--- src/rtl/pdp8_pkg.sv ---
// Shared PDP-8 types: memory arbiter states, requester ids and grant encoding.
package pdp8_pkg;

  localparam int ARB_STARVE_MAX_DEFAULT = 4;

  typedef enum logic [2:0] {IDLE, RD_ISSUE, RD_WAIT, WR_ISSUE, RESP} arb_state_t;
  typedef enum logic [1:0] {SRC_NONE, SRC_IFU, SRC_EXRD, SRC_EXWR} arb_src_t;

  // One-hot grant bit positions from the priority picker
  localparam logic [2:0] GNT_IFU  = 3'b001;
  localparam logic [2:0] GNT_EXRD = 3'b010;
  localparam logic [2:0] GNT_EXWR = 3'b100;

  function automatic arb_src_t grant_to_src(input logic [2:0] g);
    arb_src_t s;
    case (g)
      GNT_IFU:  s = SRC_IFU;
      GNT_EXRD: s = SRC_EXRD;
      GNT_EXWR: s = SRC_EXWR;
      default:  s = SRC_NONE;
    endcase
    return s;
  endfunction

endpackage

--- src/rtl/pdp8_arb_pri.sv ---
// Fixed-priority picker (EU write > EU read > IFU) with an IFU starvation override.
module pdp8_arb_pri
  import pdp8_pkg::*;
#(
  parameter int STARVE_MAX = ARB_STARVE_MAX_DEFAULT
) (
  input  logic       clk,
  input  logic       reset_n,
  input  logic       i_arb_en,
  input  logic       i_ifu_req,
  input  logic       i_exrd_req,
  input  logic       i_exwr_req,
  output logic [2:0] o_grant
);

  localparam logic [3:0] STARVE_LIM = 4'(STARVE_MAX);

  logic [3:0] r_starve_cnt;
  logic       w_starved;

  assign w_starved = (r_starve_cnt == STARVE_LIM);

  always_comb begin
    o_grant = 3'b000;
    if (i_arb_en) begin
      if (w_starved && i_ifu_req) o_grant = GNT_IFU;
      else if (i_exwr_req)        o_grant = GNT_EXWR;
      else if (i_exrd_req)        o_grant = GNT_EXRD;
      else if (i_ifu_req)         o_grant = GNT_IFU;
    end
  end

  // Counts EU grants that bypassed a waiting fetch; any IFU grant or idle IFU clears it
  always_ff @(posedge clk) begin
    if (!reset_n) begin
      r_starve_cnt <= '0;
    end else if (|o_grant) begin
      if (o_grant[0] || !i_ifu_req) r_starve_cnt <= '0;
      else if (!w_starved)          r_starve_cnt <= r_starve_cnt + 4'd1;
    end
  end

endmodule

--- src/rtl/pdp8_mem_arbiter.sv ---
// Shares the PDP-8 memory port between IFU fetches and EU reads/writes,
// one transaction in flight, registered acks and data.
module pdp8_mem_arbiter
  import pdp8_pkg::*;
#(
  parameter int ADDR_WIDTH = 12,
  parameter int DATA_WIDTH = 12,
  parameter int MEM_RD_LAT = 1,
  parameter int STARVE_MAX = ARB_STARVE_MAX_DEFAULT
) (
  input  logic                  clk,
  input  logic                  reset_n,
  input  logic                  ifu_rd_req,
  input  logic [ADDR_WIDTH-1:0] ifu_rd_addr,
  output logic [DATA_WIDTH-1:0] ifu_rd_data,
  output logic                  ifu_rd_ack,
  output logic                  ifu_stall,
  input  logic                  exec_rd_req,
  input  logic [ADDR_WIDTH-1:0] exec_rd_addr,
  output logic [DATA_WIDTH-1:0] exec_rd_data,
  output logic                  exec_rd_ack,
  input  logic                  exec_wr_req,
  input  logic [ADDR_WIDTH-1:0] exec_wr_addr,
  input  logic [DATA_WIDTH-1:0] exec_wr_data,
  output logic                  exec_wr_ack,
  output logic                  mem_rd_req,
  output logic                  mem_wr_req,
  output logic [ADDR_WIDTH-1:0] mem_addr,
  output logic [DATA_WIDTH-1:0] mem_wr_data,
  input  logic [DATA_WIDTH-1:0] mem_rd_data,
  output logic                  busy
);

  arb_state_t r_state, w_state_nxt;
  arb_src_t   r_src, w_src;
  logic [2:0] r_lat_cnt;
  logic [2:0] w_grant;
  logic       w_lat_done;

  assign w_lat_done = (r_lat_cnt == 3'(MEM_RD_LAT));
  assign w_src      = grant_to_src(w_grant);
  assign ifu_stall  = ifu_rd_req & ~ifu_rd_ack;

  pdp8_arb_pri #(.STARVE_MAX(STARVE_MAX)) u_pri (
    .clk        (clk),
    .reset_n    (reset_n),
    .i_arb_en   (r_state == IDLE),
    .i_ifu_req  (ifu_rd_req),
    .i_exrd_req (exec_rd_req),
    .i_exwr_req (exec_wr_req),
    .o_grant    (w_grant)
  );

  always_comb begin
    w_state_nxt = r_state;
    case (r_state)
      IDLE:     if (w_src == SRC_EXWR)      w_state_nxt = WR_ISSUE;
                else if (w_src != SRC_NONE) w_state_nxt = RD_ISSUE;
      RD_ISSUE: w_state_nxt = RD_WAIT;
      RD_WAIT:  if (w_lat_done) w_state_nxt = RESP;
      WR_ISSUE: w_state_nxt = RESP;
      RESP:     w_state_nxt = IDLE;
      default:  w_state_nxt = IDLE;
    endcase
  end

  always_ff @(posedge clk) begin
    if (!reset_n) begin
      r_state      <= IDLE;
      r_src        <= SRC_NONE;
      r_lat_cnt    <= '0;
      busy         <= 1'b0;
      mem_rd_req   <= 1'b0;
      mem_wr_req   <= 1'b0;
      mem_addr     <= '0;
      mem_wr_data  <= '0;
      ifu_rd_ack   <= 1'b0;
      exec_rd_ack  <= 1'b0;
      exec_wr_ack  <= 1'b0;
      ifu_rd_data  <= '0;
      exec_rd_data <= '0;
    end else begin
      r_state     <= w_state_nxt;
      busy        <= (w_state_nxt != IDLE);
      mem_rd_req  <= 1'b0;
      mem_wr_req  <= 1'b0;
      ifu_rd_ack  <= 1'b0;
      exec_rd_ack <= 1'b0;
      exec_wr_ack <= 1'b0;
      case (r_state)
        IDLE: begin
          r_src <= w_src;
          case (w_src)
            SRC_EXWR: begin
              mem_addr    <= exec_wr_addr;
              mem_wr_data <= exec_wr_data;
              mem_wr_req  <= 1'b1;
            end
            SRC_EXRD: begin
              mem_addr   <= exec_rd_addr;
              mem_rd_req <= 1'b1;
            end
            SRC_IFU: begin
              mem_addr   <= ifu_rd_addr;
              mem_rd_req <= 1'b1;
            end
            default: ;
          endcase
        end
        RD_ISSUE: r_lat_cnt <= 3'd1;
        RD_WAIT: begin
          r_lat_cnt <= r_lat_cnt + 3'd1;
          if (w_lat_done) begin
            if (r_src == SRC_IFU) begin
              ifu_rd_data <= mem_rd_data;
              ifu_rd_ack  <= 1'b1;
            end else begin
              exec_rd_data <= mem_rd_data;
              exec_rd_ack  <= 1'b1;
            end
          end
        end
        WR_ISSUE: exec_wr_ack <= 1'b1;
        default: ;
      endcase
    end
  end

endmodule

--- config.mk ---
export PLATFORM = sky130hd
export DESIGN_NAME = pdp8_mem_arbiter
export DESIGN_NICKNAME = d
export VERILOG_FILES = /design/src/rtl/pdp8_pkg.sv /design/src/rtl/pdp8_arb_pri.sv /design/src/rtl/pdp8_mem_arbiter.sv
export SDC_FILE = /design/constraint.sdc
export NUM_CORES = 1
export LEC_CHECK = 0
export CORE_MARGIN = 2
export CORE_UTILIZATION = 39
export CTS_BUF_LIST = sky130_fd_sc_hd__clkbuf_8
export CTS_CLUSTER_SIZE = 40
export DETAILED_ROUTE_END_ITERATION = 12
export GPL_TIMING_DRIVEN = 0
export MAX_ROUTING_LAYER = met4
export PLACE_DENSITY = 0.86
export SYNTH_ARGS = -nofsm -noshare
export SYNTH_HDL_FRONTEND = slang
export SYNTH_SLANG_ARGS = --single-unit
--- constraint.sdc ---
create_clock -name clk -period 1.83 [get_ports clk]
set_input_delay 0.183 -clock clk [delete_from_list [all_inputs] [get_ports clk]]
set_output_delay 0.183 -clock clk [all_outputs]
set_load 0.01 [all_outputs]
==> Word-level counts from Yosys, hierarchy flattened <==
Cells that the tools add are included.
{ "word_totals": {"out_inout_bits": 55, "reg_bits": 66, "elab_cells": 68, "input_bits": 65} }
{ "classes": {"n_reduce_logical": 17, "muxes": 19, "n_addsub": 2, "bitwise": 3, "eq_ne": 13} }
{ "op_table": {"columns": ["op", "n"], "rows": [
  ["12-bit case mux with 3 select lines", 1],
  ["3-bit 2-to-1 mux", 7],
  ["3-bit case mux with 4 select lines", 1],
  ["3-bit by 1-bit equality test with 1-bit output, second input constant", 3],
  ["3-bit by 2-bit equality test with 1-bit output, second input constant", 3],
  ["3-bit AND reduction", 3],
  ["4-bit 2-to-1 mux", 2],
  ["2-bit AND reduction", 4],
  ["1-bit 2-to-1 mux", 6],
  ["2-bit case mux with 3 select lines", 1],
  ["3-bit case mux with 2 select lines", 1],
  ["3-bit nonzero test", 2],
  ["4-bit by 1-bit adder with 4-bit output, second input constant", 1],
  ["2-bit by 1-bit equality test with 1-bit output, second input constant", 2],
  ["2-bit equality test, second input constant", 2],
  ["4-bit by 3-bit equality test with 1-bit output, second input constant", 1],
  ["2-bit nonzero test", 2],
  ["3-bit by 1-bit adder with 3-bit output, second input constant", 1],
  ["3-bit equality test, second input constant", 1],
  ["3-bit zero test", 1],
  ["3-bit OR reduction", 1],
  ["2-bit inequality test, second input constant", 1],
  ["1-bit NOT", 2],
  ["2-bit OR reduction", 1],
  ["other kinds (4)", 4]
]} }

==> Longest topological paths before layout <==
{ "logic_depth": {"ltp_word": 12, "ltp_mapped": 12, "ltp_nobuf": 11} }

==> Cells and area by module <==
A second synthesis with hierarchy kept.
{ "hier_totals": {"cells_unflattened": 322, "area_unflattened_um2": 2919.0} }
{ "by_module_without_submodules": {"columns": ["mod", "cells_per_inst", "n_inst", "area_each_um2"], "rows": [
  ["pdp8_mem_arbiter", 289, 1, 2651.3],
  ["pdp8_arb_pri", 33, 1, 267.8]
]} }

==> Worst setup path before layout <==
OpenSTA, ideal clock, no wires.
{ "synth_path": {"path_kind": "register -> register", "startpoint": "register u_pri.r_starve_cnt[0]", "endpoint": "register mem_addr[10]", "path_slack_ps": -203, "synth_period_minus_slack_ps": 2033, "arrival_time_ps": 1905, "required_time_ps": 1702, "path_buffers": 1, "stages_incl_launch_ff": 13, "cell_sequence": "dfxtp_1 inv_1 ha_1 nand3b_1 nand2_1 a21oi_1 or2b_1 ha_1 nor4_1 nor2_1 clkbuf_1 nand2_1 o21ai_0"} }
{ "synth_between": {"elab_chain_cells": 9} }
{ "synth_rtl": {"columns": ["element", "line_no", "text"], "rows": [
  ["from (decl)", "pdp8_arb_pri.sv:18", "logic [3:0] r_starve_cnt;"],
  ["from (signal assigned)", "pdp8_arb_pri.sv:39", "else if (!w_starved) r_starve_cnt <= r_starve_cnt + 4'd1;"],
  ["4-bit by 3-bit equality test with 1-bit output *", "pdp8_arb_pri.sv:21", "assign w_starved = (r_starve_cnt == STARVE_LIM);"],
  ["1-bit logical AND *", "pdp8_arb_pri.sv:26", "if (w_starved && i_ifu_req) o_grant = GNT_IFU;"],
  ["3-bit 2-to-1 mux *", "pdp8_arb_pri.sv:26", null],
  ["3-bit 2-to-1 mux *", "pdp8_arb_pri.sv:25", "if (i_arb_en) begin"],
  ["3-bit equality test (tied with other cells)", "pdp8_pkg.sv:16", "case (g)"],
  ["2-bit case mux with 3 select lines *", "pdp8_pkg.sv:16", null],
  ["2-bit equality test / 2-bit by 1-bit equality test with 1-bit output (equally long branches)", "pdp8_mem_arbiter.sv:93", "case (w_src)"],
  ["3-bit nonzero test (no line)", null, null],
  ["2-bit AND reduction (no line)", null, null],
  ["to (signal assigned)", "pdp8_mem_arbiter.sv:95", "mem_addr <= exec_wr_addr;"],
  ["to (signal assigned)", "pdp8_mem_arbiter.sv:100", "mem_addr <= exec_rd_addr;"],
  ["to (signal assigned)", "pdp8_mem_arbiter.sv:104", "mem_addr <= ifu_rd_addr;"],
  ["to (decl)", "pdp8_mem_arbiter.sv:28", "output logic [ADDR_WIDTH-1:0] mem_addr,"]
]} }
Mark *: on every way between the ends. The rest lies on a longest branch, timed or not.
A chain may end at the register's enable or synchronous reset.

==> Final worst setup path <==
{ "layout_path": {"startpoint": "register u_pri.r_starve_cnt[0]", "endpoint": "register mem_addr[1]"} }
The elaborated chain is that of the path after synthesis.

==> Implementation_results.wiki <==
{| class="wikitable"
! Metric !! Value
|-
| Wire length of the first global-routing pass || 14.3 mm
|-
| CORE AREA || 6910 µm²
|-
| Final period util || 121%
|-
| Worst-case vdd ir drop || 0.645 mV
|-
| Root buf cell || sky130_fd_sc_hd__clkbuf_8
|-
| Total power of the final layout || 7.41 mW
|-
| Final Critical Period || 2.22 ns
|-
| Number of failing hold endpoints at the final stage || 0
|-
| Violations in the final reports || setup timing
|-
| Post-synthesis average cell area || 8.42 µm²
|-
| Worst-case clock buffer depth || 2
|-
| Type of the worst min-delay path || in -> reg
|-
| Input/output buffers || 118
|-
| Maximum Capacitance Violations || 0
|-
| Total global-route track usage || 24.1%
|-
| Clk sinks || 66
|-
| Final-stage net count || 563
|-
| Cell area after placement || 4140 µm²
|-
| Worst Slack Setup Final || -0.391 ns
|-
| Full die area || 7910 µm²
|-
| Cts hold-fix bufs || 0
|-
| TritonCTS clock tree || done
|-
| Number of cells in the design after placement || 548
|-
| Number of fillers in the final layout || 478
|-
| Proportion of synthesized chip area in sequential cells || 47.0%
|-
| Final routed wirelength across all metal layers || 10.5 mm
|-
| Fraction of final layout cells with drive strength greater than 1 || 24.7%
|-
| Clock buffer count from CTS || 9
|-
| Number of nets in the synthesized netlist || 408
|-
| Number of rows in the core area || 30
|-
| Starting density of the core || 40.7%
|-
| Number of antenna violations at the first check in global routing || 0
|-
| Vias per std cell || 5.35
|-
| Remaining antenna violation count || 0
|-
| Mapped Cells || 334
|-
| Element type at the critical path end || flop
|-
| Global route overflow || 0
|-
| Number of endpoints failing setup at the final stage || 26
|-
| Cell variety after synth || 38
|-
| Data arrival time of the critical path || 2.45 ns
|-
| Post-route clock skew || 0.0143 ns
|-
| Die width || 88.9 µm
|-
| DP HPWL || 6.15 mm
|-
| Biggest fanout along the worst timing path || 10
|-
| Remaining DRCs || 0
|-
| Crit Path Class || reg -> reg
|-
| Routed length per placed instance || 17.8 µm
|-
| Required time reported for the critical path endpoint || 2.06 ns
|-
| DRC marker count from the first detailed-route iteration || 238
|-
| Maximum operating frequency || 450 MHz
|-
| Count of pins on the block boundary || 120
|-
| Vias after detailed routing || 3158
|-
| Post-layout instance area || 5010 µm²
|-
| Unrepaired setup endpoints after global routing || yes
|-
| Diode count || 0
|-
| Detailed-router iteration count before antenna repair || 6
|-
| Layout-stage area growth over the synthesis result || 77.9%
|-
| Total number of H-tree levels || 3
|-
| Vias in the first global route || 2966
|-
| Post-synth design cell area || 2810 µm²
|-
| Max Slew Vio Count || 0
|-
| Vert. Die Dim || 88.9 µm
|-
| Power density over the cells || 1480 nW/µm²
|-
| Maximum number of pins on one net before global-route repair || 13
|-
| Standby leakage power || 2.08 nW
|-
| Finished Core Util || 72.5%
|-
| Run status || complete, but fails checks
|-
| Number of synthesized register bits || 66
|-
| Later-pin clock latency in the skew report || 0.35 ns
|-
| Startpoint class of the critical path || flop
|-
| Number of non-filler instances in the completed layout || 590
|-
| Global placer's final weighted congestion || 0.865
|-
| Least-Margin Pin Slew || 0.705 ns
|-
| DP Worst Slack || -0.595 ns
|-
| Clock edge transition at the registers on the reported setup and hold paths || 0.08 ns
|-
| Tightest slew margin relative to the limit || 53.0%
|-
| Yosys warnings || 0
|}
-- power breakdown --
part | internal (mW) | switching, mW
Combinational | 1.94 | 1.96
Clock | 0.948 | 0.602
Sequential | 1.74 | 0.217
Total | 4.63 | 2.78
-- kinds of logic after synthesis --
logic type | synth area share [%]
AO/OA/AOI/OAI | 14.7
adder cells (fa/ha/maj) | 4.00
buffers and inverters | 4.05
flip-flops | 47.0
multiplexers | 8.94
AND/OR/NAND/NOR | 21.4
-- worst paths after layout --
path | cells after the start | slack, ns | endpoint | from
hold / removal | 2 | 0.26 | mem_rd_req$_SDFF_PN0_ | reset_n
setup / recovery | 13 | -0.39 | mem_addr[1]$_SDFFE_PN0P_ | u_pri.r_starve_cnt[0]$_SDFFE_PN0P_
hold reg to reg | 2 | 0.46 | mem_addr[2]$_SDFFE_PN0P_ | mem_addr[2]$_SDFFE_PN0P_
setup reg to reg | 13 | -0.39 | mem_addr[1]$_SDFFE_PN0P_ | u_pri.r_starve_cnt[0]$_SDFFE_PN0P_
-- cells in the final DEF, fill, tap and decap left out, types with 2 or more instances in the layout --
master / count
sky130_fd_sc_hd__nand2_1: 80
sky130_fd_sc_hd__buf_8: 4
sky130_fd_sc_hd__dfxtp_1: 64
sky130_fd_sc_hd__or3_4: 2
sky130_fd_sc_hd__nand2b_1: 2
sky130_fd_sc_hd__nand3_1: 2
sky130_fd_sc_hd__bufinv_16: 3
sky130_fd_sc_hd__inv_2: 2
sky130_fd_sc_hd__ha_2: 2
sky130_fd_sc_hd__clkbuf_1: 8
sky130_fd_sc_hd__buf_4: 23
sky130_fd_sc_hd__o21ai_2: 4
sky130_fd_sc_hd__o21ai_1: 14
sky130_fd_sc_hd__o31ai_1: 2
sky130_fd_sc_hd__nand2_4: 7
sky130_fd_sc_hd__clkbuf_4: 2
sky130_fd_sc_hd__clkbuf_8: 13
sky130_fd_sc_hd__and3_1: 2
sky130_fd_sc_hd__a21oi_1: 8
sky130_fd_sc_hd__nor2b_1: 4
sky130_fd_sc_hd__ha_4: 4
sky130_fd_sc_hd__ha_1: 3
sky130_fd_sc_hd__a22oi_1: 6
sky130_fd_sc_hd__a22oi_2: 6
sky130_fd_sc_hd__buf_6: 5
sky130_fd_sc_hd__dfxtp_2: 2
sky130_fd_sc_hd__mux2i_1: 24
sky130_fd_sc_hd__inv_1: 3
sky130_fd_sc_hd__nor2_4: 2
sky130_fd_sc_hd__o21ai_0: 11
sky130_fd_sc_hd__nand2_2: 11
sky130_fd_sc_hd__nor2_1: 11
sky130_fd_sc_hd__a21oi_2: 10
sky130_fd_sc_hd__clkdlybuf4s50_1: 118
-- per-stage QoR --
stage	hold slack, ns	setup TNS [ns]
after detailed placement	0.444	-13.84
after global routing	0.254	-6.31
after floorplan	0.319	-0.904
after global placement	0.436	-12.98
final	0.260	-4.65
after CTS	0.203	-1.03
-- flip-flops by register name (all words and copies together) (netlist names) --
| signal | cells |
|---|---|
| mem_addr | 12 |
| r_src | 2 |
| exec_wr_ack | 1 |
| u_pri.r_starve_cnt | 4 |
| exec_rd_data | 12 |
| mem_wr_req | 1 |
| r_lat_cnt | 3 |
| mem_wr_data | 12 |
| exec_rd_ack | 1 |
| ifu_rd_ack | 1 |
| busy | 1 |
| ifu_rd_data | 12 |
| r_state | 3 |
| mem_rd_req | 1 |
-- cells in the mapped netlist --
cell type	n	area (µm²)
sky130_fd_sc_hd__nand3_1	3	15.0
sky130_fd_sc_hd__clkbuf_1	16	60.1
sky130_fd_sc_hd__mux2i_1	24	240
sky130_fd_sc_hd__nand2b_1	2	12.5
sky130_fd_sc_hd__o311a_1	1	10.0
sky130_fd_sc_hd__and2_2	1	7.51
sky130_fd_sc_hd__a21oi_1	18	90.1
sky130_fd_sc_hd__and3_2	1	7.51
sky130_fd_sc_hd__a2bb2oi_1	1	8.76
sky130_fd_sc_hd__buf_2	4	20.0
sky130_fd_sc_hd__and3_1	2	12.5
sky130_fd_sc_hd__nand2_1	98	368
sky130_fd_sc_hd__nor4_1	1	6.26
sky130_fd_sc_hd__mux2_2	1	11.3
sky130_fd_sc_hd__or2_2	1	6.26
sky130_fd_sc_hd__o21ai_0	29	145
sky130_fd_sc_hd__a41oi_1	1	8.76
sky130_fd_sc_hd__or2b_1	1	7.51
sky130_fd_sc_hd__a31oi_1	2	12.5
sky130_fd_sc_hd__nor4b_1	1	8.76
sky130_fd_sc_hd__o22ai_1	1	6.26
sky130_fd_sc_hd__inv_1	6	22.5
sky130_fd_sc_hd__o31ai_1	2	15.0
sky130_fd_sc_hd__or3_1	3	18.8
sky130_fd_sc_hd__nand4_2	1	12.5
sky130_fd_sc_hd__and3b_1	1	8.76
sky130_fd_sc_hd__o211a_1	1	10.0
sky130_fd_sc_hd__ha_1	9	113
sky130_fd_sc_hd__a211oi_1	1	7.51
sky130_fd_sc_hd__nand4_1	1	6.26
sky130_fd_sc_hd__buf_6	1	11.3
sky130_fd_sc_hd__nor2b_1	5	31.3
sky130_fd_sc_hd__dfxtp_1	66	1320
sky130_fd_sc_hd__a21o_2	1	8.76
sky130_fd_sc_hd__nand3b_1	1	7.51
sky130_fd_sc_hd__a22oi_1	12	90.1
sky130_fd_sc_hd__nor3_4	1	16.3
sky130_fd_sc_hd__nor2_1	13	48.8
-- layer usage --
metal	track usage, %	vias up	share of wire (%)
met5	-	-	0
met4	6.78	0	3.1
met3	5.17	37	4.9
met2	43.6	140	55
met1	26.9	1533	37
li1	-	1448	-
-- layout make-up --
| class | count | area, µm² | share of cell area (%) |
|---|---|---|---|
| plain buffers | 20 | 170 | 3.40 |
| clock buffers | 10 | 138 | 2.75 |
| clock inverters | 6 | 113 | 2.25 |
| inverters | 6 | 35.0 | 0.700 |
| multi-input cells | 241 | 1700 | 33.9 |
| flip-flops and latches | 66 | 1320 | 26.4 |
| well taps | 96 | 120 | 2.40 |
| repair buffers | 145 | 1410 | 28.2 |
-- worst max-delay path: stages, from the launching register on --
cell	delay, ns
sky130_fd_sc_hd__dfxtp_2	0.34
sky130_fd_sc_hd__inv_2	0.07
sky130_fd_sc_hd__ha_4	0.13
sky130_fd_sc_hd__nand3b_1	0.09
sky130_fd_sc_hd__nand2_1	0.10
sky130_fd_sc_hd__a21oi_2	0.08
sky130_fd_sc_hd__or2b_4	0.29
sky130_fd_sc_hd__buf_4	0.15
sky130_fd_sc_hd__ha_2	0.18
sky130_fd_sc_hd__clkbuf_8	0.17
sky130_fd_sc_hd__a22oi_2	0.17
sky130_fd_sc_hd__nand2_1	0.09
sky130_fd_sc_hd__o21ai_1	0.15
sky130_fd_sc_hd__o21ai_2	0.10
-- timing repair --
action,in CTS,in global routing
pin swaps,17,24
gates cloned,1,2
resized for setup,56,68
buffers inserted,16,11
endpoints found under the setup margin,27,43
Power figures use the tool's default switching activity.
